[src/rtl/ins_mem_loader.sv]
// Boot-time instruction-memory loader: receives a length-prefixed byte stream, writes
// big-endian words to consecutive addresses, verifies an XOR checksum and releases the CPU.
module ins_mem_loader #(
  parameter int unsigned MAX_WORDS = 64,
  parameter logic [31:0] BASE_ADDR = 32'h0000_0000
) (
  input  logic        CLK,
  input  logic        Reset,
  input  logic        Start,
  input  logic [7:0]  RxData,
  input  logic        RxValid,
  output logic        RxReady,
  output logic        InsMemRW,
  output logic [31:0] InsAddr,
  output logic [31:0] InsDataIn,
  output logic        CPURun,
  output logic        LoadErr,
  output logic [1:0]  ErrCode,
  output logic [15:0] WordCount
);

  typedef enum logic [2:0] {
    StWaitLenHi,
    StWaitLenLo,
    StData,
    StWrite,
    StWaitChk,
    StDone,
    StError
  } state_e;

  localparam logic [1:0] ErrNone     = 2'b00;
  localparam logic [1:0] ErrLength   = 2'b01;
  localparam logic [1:0] ErrChecksum = 2'b10;

  state_e      state_q, state_d;
  logic [15:0] len_q, len_d;
  logic [1:0]  byte_idx_q, byte_idx_d;
  logic [7:0]  chk_q, chk_d;
  logic [31:0] word_q, word_d;
  logic [15:0] word_count_q, word_count_d;

  logic        rx_ready_q, rx_ready_d;
  logic        mem_rw_q, mem_rw_d;
  logic [31:0] addr_q, addr_d;
  logic [31:0] data_q, data_d;
  logic        run_q, run_d;
  logic        err_q, err_d;
  logic [1:0]  err_code_q, err_code_d;

  logic        xfer;
  logic [15:0] len_full;

  // The handshake uses the registered ready, so a byte only moves when RxReady was visible.
  assign xfer     = RxValid & rx_ready_q;
  assign len_full = {len_q[15:8], RxData};

  always_comb begin
    state_d      = state_q;
    len_d        = len_q;
    byte_idx_d   = byte_idx_q;
    chk_d        = chk_q;
    word_d       = word_q;
    word_count_d = word_count_q;
    err_code_d   = err_code_q;

    if (Start) begin
      state_d      = StWaitLenHi;
      byte_idx_d   = 2'd0;
      chk_d        = 8'h00;
      word_count_d = 16'd0;
      err_code_d   = ErrNone;
    end else begin
      unique case (state_q)
        StWaitLenHi: begin
          if (xfer) begin
            len_d   = {RxData, 8'h00};
            state_d = StWaitLenLo;
          end
        end
        StWaitLenLo: begin
          if (xfer) begin
            len_d = len_full;
            if ({16'd0, len_full} > MAX_WORDS) begin
              state_d    = StError;
              err_code_d = ErrLength;
            end else if (len_full == 16'd0) begin
              state_d = StWaitChk;
            end else begin
              state_d = StData;
            end
          end
        end
        StData: begin
          if (xfer) begin
            word_d     = {word_q[23:0], RxData};
            chk_d      = chk_q ^ RxData;
            byte_idx_d = byte_idx_q + 2'd1;
            if (byte_idx_q == 2'd3) begin
              state_d = StWrite;
            end
          end
        end
        StWrite: begin
          word_count_d = word_count_q + 16'd1;
          if (word_count_q + 16'd1 == len_q) begin
            state_d = StWaitChk;
          end else begin
            state_d = StData;
          end
        end
        StWaitChk: begin
          if (xfer) begin
            if (RxData == chk_q) begin
              state_d = StDone;
            end else begin
              state_d    = StError;
              err_code_d = ErrChecksum;
            end
          end
        end
        StDone:  state_d = StDone;
        StError: state_d = StError;
        default: state_d = StWaitLenHi;
      endcase
    end

    // Outputs are decoded from the next state so they line up with the state register.
    rx_ready_d = (state_d == StWaitLenHi) || (state_d == StWaitLenLo) ||
                 (state_d == StData) || (state_d == StWaitChk);
    mem_rw_d   = (state_d != StWrite);
    addr_d     = addr_q;
    data_d     = data_q;
    if (state_d == StWrite) begin
      addr_d = BASE_ADDR + {14'd0, word_count_d, 2'b00};
      data_d = word_d;
    end
    run_d = (state_d == StDone);
    err_d = (state_d == StError);
  end

  always_ff @(posedge CLK) begin
    if (!Reset) begin
      state_q      <= StWaitLenHi;
      len_q        <= 16'd0;
      byte_idx_q   <= 2'd0;
      chk_q        <= 8'h00;
      word_q       <= 32'h0;
      word_count_q <= 16'd0;
      rx_ready_q   <= 1'b0;
      mem_rw_q     <= 1'b1;
      addr_q       <= BASE_ADDR;
      data_q       <= 32'h0;
      run_q        <= 1'b0;
      err_q        <= 1'b0;
      err_code_q   <= ErrNone;
    end else begin
      state_q      <= state_d;
      len_q        <= len_d;
      byte_idx_q   <= byte_idx_d;
      chk_q        <= chk_d;
      word_q       <= word_d;
      word_count_q <= word_count_d;
      rx_ready_q   <= rx_ready_d;
      mem_rw_q     <= mem_rw_d;
      addr_q       <= addr_d;
      data_q       <= data_d;
      run_q        <= run_d;
      err_q        <= err_d;
      err_code_q   <= err_code_d;
    end
  end

  assign RxReady   = rx_ready_q;
  assign InsMemRW  = mem_rw_q;
  assign InsAddr   = addr_q;
  assign InsDataIn = data_q;
  assign CPURun    = run_q;
  assign LoadErr   = err_q;
  assign ErrCode   = err_code_q;
  assign WordCount = word_count_q;

endmodule

[config.mk]
export PLATFORM = sky130hd
export DESIGN_NAME = ins_mem_loader
export DESIGN_NICKNAME = d
export VERILOG_FILES = /design/src/rtl/ins_mem_loader.sv
export SDC_FILE = /design/constraint.sdc
export NUM_CORES = 1
export LEC_CHECK = 0
export CAP_MARGIN = 20
export CORE_MARGIN = 8
export CORE_UTILIZATION = 53
export CTS_CLUSTER_DIAMETER = 30
export DETAILED_ROUTE_END_ITERATION = 10
export PLACE_DENSITY = 0.83
export SLEW_MARGIN = 15
export SYNTH_ARGS = -nofsm -noshare
export SYNTH_HDL_FRONTEND = slang
export SYNTH_SLANG_ARGS = --single-unit
export TNS_END_PERCENT = 50
[constraint.sdc]
create_clock -name CLK -period 2.9 [get_ports CLK]
set_input_delay 0.58 -clock CLK [delete_from_list [all_inputs] [get_ports CLK]]
set_output_delay 0.58 -clock CLK [all_outputs]
set_load 0.05 [all_outputs]
---- Yosys cells after proc, flatten, opt, wreduce, memory -nomap -nowiden ----
Cells that the tools add are included.
word-level totals
  register bits after elaboration ......... 131
  input port bits ......................... 12
  output and inout port bits .............. 86
  logic and storage cells ................. 80
operators by class
  $add $sub $neg .......................... 2
  order comparisons ....................... 1
  eq/ne operators ......................... 21
  muxes and demuxes ....................... 24
  bitwise logic cells ..................... 5
  reductions and logical operators ........ 13
operators with widths
  operator                                              number
  two-way mux 32 bit                                    3
  two-way mux 16 bit                                    3
  one-hot mux 16 bit (2 select lines)                   1
  two-way mux 3 bit                                     9
  one-hot mux 3 bit (7 select lines)                    1
  == test 3 bit (second input constant)                 6
  adder 16 x 1 -> 16 bit (second input constant)        1
  == test 16 bit                                        1
  > comparator 16 x 7 -> 1 bit (second input constant)  1
  logical NOT 16 bit                                    1
  == test 3 x 2 -> 1 bit (second input constant)        4
  two-way mux 2 bit                                     5
  != test 2 bit (second input constant)                 5
  == test 8 bit                                         1
  two-way mux 8 bit                                     1
  AND reduction 4 bit                                   2
  XOR 8 bit                                             1
  == test 3 x 1 -> 1 bit (second input constant)        2
  logical NOT 3 bit                                     2
  AND reduction 5 bit                                   1
  one-hot mux 2 bit (2 select lines)                    1
  nonzero test 2 bit                                    2
  logical OR 1 bit                                      3
  != test 3 x 2 -> 1 bit (second input constant)        1
  other kinds (6)                                       8

---- Longest topological paths before layout ----
Gate-level depths: netlist of the first run.
  depth after elaboration ................. 10
  mapped depth ............................ 10
  depth with buffers taken out ............ 8

---- Worst setup path after synthesis of the first run ----
No wires, ideal clock.
  path type ............................... reg2reg
  start point ............................. register word_count_q[0] (netlist: WordCount[0])
  end point ............................... register state_q[2]
  setup time .............................. 115 ps
  arrival ................................. 2686 ps
  required time ........................... 2785 ps
  slack ................................... 99 ps
  cell stages (with the launch flop) ...... 9
  cell sequence ........................... dfxtp_1 -> ha_1 -> nand3_4 -> or4_4 -> nor2b_4 -> or4_1 -> nand4_2 -> o31ai_1 -> and2_1
between the ends
  longest elaborated chain between the ends .. 5
ends and longest elaborated chain
  element                             line  source
  start, declared                     41    logic [15:0] word_count_q, word_count_d;
  start signal, assigned              163   word_count_q <= word_count_d;
  adder 16 x 1 -> 16 bit              106   if (word_count_q + 16'd1 == len_q) begin
  == test 16 bit                      106
  two-way mux 3 bit                   106
  one-hot mux 3 bit (7 select lines)  74    unique case (state_q)
  two-way mux 3 bit                   67    if (Start) begin
  end signal, assigned                144   state_q <= StWaitLenHi;
  end signal, assigned                158   state_q <= state_d;
  end, declared                       36    state_e state_q, state_d;
Every way passes these cells.
A chain may end at the register's enable or synchronous reset.

---- Worst setup path in the final report of the first run ----
  start point ............................. input port RxData[3]
  end point ............................... register addr_q[2] (netlist: InsAddr[2])
between the ends
  longest elaborated chain between the ends .. 7
  elaborated cells between the ends (all ways) .. 11
  those cells by class .................... order compare (1); eq/ne (2); mux (7); reduce/logical (1)
ends and longest elaborated chain
  element                                                               line  source
  start, declared                                                       10    input logic [7:0] RxData,
  branches (longest 4 deep; another with > comparator 16 x 7 -> 1 bit)  n/a
  one-hot mux 3 bit (7 select lines) *                                  74
  two-way mux 3 bit *                                                   67
  == test 3 x 2 -> 1 bit *                                              134   if (state_d == StWrite) begin
  end signal, assigned                                                  166   addr_q <= addr_d;
  end, declared                                                         45    logic [31:0] addr_q, addr_d;
Every way passes the cells marked *.

==> impl_metrics.toml, run 1 <==
[run_status]
status = "finished clean"

[sta]
fmax_ghz = 0.375
finalCritPeriodShare_pct = 92.1
whs_ns = 0.455
setup_violations = 0
rsz0062_at_grt = "no"
hold_viol = 0
worst_pin_slew_ns = 0.625
setup_ws_ns = 0.230
fin_crit_ns = 2.67
clock_skew_ns = 0.00508
maxSlewViolCount = 0
relSlewSlack_pct = 58.4
fin_tns_setup_ns = 0

[yosys]
syn_avg_cell_area_um2 = 8.77
synth_edf_count = 0
ys_seq_area_share_pct = 44.5
postSynthCellCount = 672
synth.cell_area_um2 = 5890
synthDistinctLibCells = 60
yosysWarnings = 0
synthFlopType = "dfxtp_1"
ys_seq_elements = 131
ys_async_sr_fraction_pct = 0

[floorplanning]
start_util_pct = 54.3
core_area_um2 = 10800
die-area_um2 = 14700
chipWidth_um = 121
rows = 38
num_io_pins = 98
die_h_um = 121

[final_layout]
drive_gt1_share_pct = 11.3
mostFrequentLayoutCells = "nand2_1 (132), dfxtp_1 (131), clkdlybuf4s50_1 (80), nor2_1 (47), o21ai_0 (42)"
diodes = 0
fillers = 868
area_growth_pct = 26.2
fin_cells = 918
final_common_cell = "nand2_1"
finalInstanceArea_um2 = 7440
seq_area_um2 = 2620
multi_input_area_um2 = 2960
nets = 779
fin_util_pct = 68.6

[critical_path]
r2r-end = "LoadErr$_SDFF_PN0_"
critPathLaunchType = "input pin"
crit_path_max_fanout = 39
criticalPathCategory = "input pin to flip-flop"
endpoint_kind = "flip-flop"
r2r_slack_ns = 0.28
crit_required_ns = 3.33
worstReg2RegStart = "WordCount[1]$_SDFF_PN0_"
arrival_ns = 3.10
reg2reg_depth = 8

[route]
avgRoutedWirePerCell_um = 16.1
firstDrtPassIters = 5
drc_errors = 0
vias = 4839
ant_nets = 0
drt_iter0_drc = 308
vias_per_cell = 5.27
wirelength_um = 14700

[hold_path]
hp-class = "flip-flop to flip-flop"
worstHoldStart = "InsAddr[9]$_SDFFE_PN0N_"
min_path_cells = 2
hold_path_end = "InsAddr[9]$_SDFFE_PN0N_"

[placed_design]
post-dp-hpwl_um = 10400
place_inst = 883
pre_cts_ws_ns = -0.293
io_buffers = 81
place.gp.congestion = 0.849
place_area_um2 = 6880

[cts]
cts-root-buf = "clkbuf_8"
hold_buffers = 0
ctsResizeCount = 0
htree_levels = 4
worstSkewPairLatency_ns = 0.53
cts_sinks = 131
path_clk_slew_ns = 0.06
numCtsBuffers = 17
cts_buffer_depth = 2
cts_tree = "yes"

[global_routing]
grt_antenna_before_repair = 0
grt_use_total_pct = 20.2
grt_max_degree = 101
gr-total-overflow = 0
grt_pass1_vias = 4910
grt_pass1_wl_um = 23900

[run]
drv_cap = 0

[power_and_ir_drop]
power_leakage_nw = 2.67
ir_worst_vdd_v = 0.000458
fin_total_pwr_mw = 3.89
power.density_nw_per_um2 = 524
-- metal layers --
layer / vias to the layer above / track usage, % / wire length (um)
met5: - / 0 / 0
met4: 0 / 5.47 / 113
met3: 16 / 7.12 / 1070
met2: 139 / 34.2 / 7290
met1: 2278 / 23.6 / 6270
li1: 2406 / - / -
-- registers in the layout, summed over array words and instances, names as in the netlist, 2 cells and up --
register	cells
ErrCode	2
WordCount	16
word_q	32
state_q	3
chk_q	8
len_q	16
byte_idx_q	2
InsDataIn	32
InsAddr	16
-- logic make-up after synthesis --
| logic type | share of synthesized area, % |
|---|---|
| other | 0.0637 |
| and+or+nand+nor | 24.5 |
| DFF | 44.5 |
| muxes | 5.78 |
| adders and majority gates | 0.425 |
| AOI/OAI and AO/OA | 10.9 |
| buffers and inverters | 6.35 |
| xor gates and xnor gates | 7.43 |
-- layout make-up --
cell class | instances | share of cell area [%]
Multi-Input combinational cell | 494 | 39.8
Sequential cell | 131 | 35.3
Timing Repair Buffer | 118 | 15.4
Clock buffer | 18 | 5.62
Tap cell | 140 | 2.36
Clock inverter | 14 | 1.41
Inverter | 3 | 0.151
-- worst max-delay path: stages --
cell and delay [ns]:
clkdlybuf4s50_1 0.48, or4_1 0.61, nor4_1 0.27, a21oi_1 0.16
o31a_1 0.30, nor3b_4 0.17, buf_12 0.16, buf_12 0.16
o211a_1 0.20
-- worst max path at each step --
stage	from	end	depth (start not counted)
after CTS	state_q[0]$_SDFF_PN0_	InsDataIn[25]$_SDFFE_PN0N_	7
after floorplan	WordCount[0]$_SDFF_PN0_	state_q[2]$_SDFF_PN0_	8
final	RxData[3]	InsAddr[2]$_SDFFE_PN0N_	9
after global placement	RxData[3]	InsAddr[11]$_SDFFE_PN0N_	10
after global routing	WordCount[1]$_SDFF_PN0_	LoadErr$_SDFF_PN0_	8
after detailed placement	RxData[3]	InsDataIn[15]$_SDFFE_PN0N_	9
-- power breakdown --
part / switching, mW / total [mW] / internal [mW]
sequential: 0.00817 / 1.81 / 1.81
combinational: 0.131 / 0.195 / 0.0641
clock: 0.830 / 1.89 / 1.06
total: 0.969 / 3.89 / 2.92
-- Yosys cell counts, types with 7 or more instances --
| cell | instances | share of area [%] |
|---|---|---|
| nor2b_1 | 36 | 3.8 |
| nand2_1 | 132 | 8.4 |
| o21ai_0 | 42 | 3.6 |
| xnor2_1 | 19 | 2.8 |
| dfxtp_1 | 131 | 45 |
| a21boi_0 | 17 | 2.2 |
| xor2_1 | 31 | 4.6 |
| clkbuf_1 | 24 | 1.5 |
| buf_2 | 8 | 0.68 |
| buf_4 | 20 | 2.5 |
| o21ai_1 | 11 | 0.93 |
| nor3_1 | 9 | 0.76 |
| a21oi_1 | 7 | 0.59 |
| mux2i_1 | 34 | 5.8 |
| nand3_1 | 18 | 1.5 |
| nor2_1 | 47 | 3.0 |
-- timing repair --
action | in CTS | in global routing
buffers inserted | 0 | 3
hold endpoints to repair | 0 | 0
endpoints found under the setup margin | 0 | 10
Power figures use the tool's default switching activity.
==> run 2, diff against run 1 <==
--- a/config.mk
+++ b/config.mk
@@ -5,12 +5,13 @@
 export SDC_FILE = /design/constraint.sdc
 export NUM_CORES = 1
 export LEC_CHECK = 0
-export CAP_MARGIN = 20
 export CORE_MARGIN = 8
 export CORE_UTILIZATION = 53
 export CTS_CLUSTER_DIAMETER = 30
 export DETAILED_ROUTE_END_ITERATION = 10
+export GPL_ROUTABILITY_DRIVEN = 1
 export PLACE_DENSITY = 0.83
+export SKIP_CTS_REPAIR_TIMING = 1
 export SLEW_MARGIN = 15
 export SYNTH_ARGS = -nofsm -noshare
 export SYNTH_HDL_FRONTEND = slang
==> results of run 2 <==
Same layout as run 1: the final DEF is identical, and so are final timing and power.
==> run 3, diff against run 2 <==
--- a/config.mk
+++ b/config.mk
@@ -6,11 +6,12 @@
 export NUM_CORES = 1
 export LEC_CHECK = 0
 export CORE_MARGIN = 8
-export CORE_UTILIZATION = 53
+export CORE_UTILIZATION = 63
 export CTS_CLUSTER_DIAMETER = 30
 export DETAILED_ROUTE_END_ITERATION = 10
+export DONT_BUFFER_PORTS = 1
 export GPL_ROUTABILITY_DRIVEN = 1
-export PLACE_DENSITY = 0.83
+export PLACE_DENSITY = 0.82
 export SKIP_CTS_REPAIR_TIMING = 1
 export SLEW_MARGIN = 15
 export SYNTH_ARGS = -nofsm -noshare
==> run 3 against run 2 <==
Sequential cell count did not move. Count of clock-buffer cells in the layout fell by 1. Via count fell by 4.8%. Setup slack improved by 0.036 ns. Clock skew rose by 0.0051 ns. Non-clock buffer count fell by 87. Worst hold slack got worse by 0.33 ns. Sequential power barely moved. Highest routed layer unchanged. Global-route usage rose by 2.6 points.
==> impl_metrics.toml, run 3 (synthesis results as in run 1) <==
[final_layout]
diodes = 0
area_growth_pct = 11.7
mostFrequentLayoutCells = "nand2_1 (132), dfxtp_1 (131), nor2_1 (47), o21ai_0 (42), nor2b_1 (35)"
drive_gt1_share_pct = 11.9
fin_util_pct = 71.9
final_common_cell = "nand2_1"
nets = 692

[sta]
rsz0062_at_grt = "no"
fin_tns_setup_ns = 0
maxSlewViolCount = 0
setup_violations = 0
setup_ws_ns = 0.266
fmax_ghz = 0.380
whs_ns = 0.126
finalCritPeriodShare_pct = 90.8
hold_viol = 0
relSlewSlack_pct = 60.4
clock_skew_ns = 0.0102
worst_pin_slew_ns = 0.594
fin_crit_ns = 2.63

[global_routing]
grt_antenna_before_repair = 0
grt_pass1_wl_um = 23300
grt_max_degree = 102
grt_pass1_vias = 4585
grt_use_total_pct = 22.8
gr-total-overflow = 0

[cts]
cts-root-buf = "clkbuf_8"
path_clk_slew_ns = 0.07
htree_levels = 4
worstSkewPairLatency_ns = 0.52
cts_sinks = 131
cts_buffer_depth = 2
cts_tree = "yes"
numCtsBuffers = 17

[route]
vias = 4608
avgRoutedWirePerCell_um = 17.8
wirelength_um = 14300
firstDrtPassIters = 5
drt_iter0_drc = 370
vias_per_cell = 5.75
drc_errors = 0
ant_nets = 0

[placed_design]
place.gp.congestion = 0.897
pre_cts_ws_ns = 0.331
post-dp-hpwl_um = 9800
io_buffers = 0

[critical_path]
reg2reg_depth = 8
cpMaxStageDelayCell = "a2111oi_2"
crit_required_ns = 3.34
critPathLaunchType = "flip-flop"
max_stage_delay_ns = 0.45
endpoint_kind = "flip-flop"
arrival_ns = 3.07
crit_path_max_fanout = 5
cp_cell_sequence = "ha_1, and3_1, nand3_1, xor2_1, a2111oi_2, nand4_2, o31ai_1, nor4b_4"
criticalPathCategory = "flip-flop to flip-flop"

[run_status]
status = "finished clean"

[hold_path]
min_path_cells = 1
hp-class = "input pin to flip-flop"

[power_and_ir_drop]
power.density_nw_per_um2 = 603
clkPwrFrac_pct = 51.1
comb_power_share_pct = 3.2
p_sw_mw = 1.02
seq_power_share_pct = 45.7
p_int_mw = 2.95
fin_total_pwr_mw = 3.97
ir_worst_vdd_v = 0.000496
power_leakage_nw = 2.39
swShare_pct = 25.8

[floorplanning]
chipWidth_um = 113
start_util_pct = 64.4
core_area_um2 = 9150
die_h_um = 113
die-area_um2 = 12700
num_io_pins = 98
rows = 35

[run]
drv_cap = 0
## run 3: per-stage QoR
step | cell area [um2] | instances
6_report | 6580 | 802
5_1_grt | 6580 | 802
4_1_cts | 6580 | 802
3_5_place_dp | 6010 | 770
3_3_place_gp | 6010 | 770
2_1_floorplan | 5950 | 687
## run 3: layout make-up
cell class	instances	area [um2]
inverter	3	11.3
clock buffer	17	414
sequential	131	2620
clock inverter	15	153
multi-input combinational	494	2960
timing repair buffer	31	283
fill	722	2570
tap	111	139
## run 3: power groups by stage
stage / Sequential [mW] / Combinational (mW) / Clock, mW
finish: 1.81 / 0.128 / 2.03
CTS: 1.81 / 0.127 / 2.05
floorplan: 1.85 / 0.145 / 0
detailed placement: 1.85 / 0.125 / 0
global route: 1.81 / 0.137 / 2.12
global placement: 1.85 / 0.124 / 0
## run 3: worst max-delay path, delay by kind of cell, from the launching register on
kind | cells | cell delay (ns)
AO/OA/AOI/OAI | 2 | 0.88
AND/OR/NAND/NOR | 4 | 0.85
flip-flops | 1 | 0.34
adder cells (fa/ha/maj) | 1 | 0.29
XOR/XNOR | 1 | 0.18
## run 3: worst paths after layout
path / from / endpoint / slack, ns
max: WordCount[1]$_SDFF_PN0_ / LoadErr$_SDFF_PN0_ / 0.27
max reg2reg: WordCount[1]$_SDFF_PN0_ / LoadErr$_SDFF_PN0_ / 0.27
min: Start / LoadErr$_SDFF_PN0_ / 0.13
min reg2reg: len_q[5]$_SDFFE_PN0P_ / len_q[5]$_SDFFE_PN0P_ / 0.48
## run 3: metal layers
layer | wire length [um] | vias to the layer above | part of all wire, % | global-route usage (%)
li1 | - | 2239 | - | -
met1 | 5850 | 2166 | 41 | 26.6
met2 | 6960 | 169 | 49 | 37.9
met3 | 1140 | 34 | 8.0 | 7.19
met4 | 328 | 0 | 2.3 | 9.80
met5 | 0 | - | 0 | 0
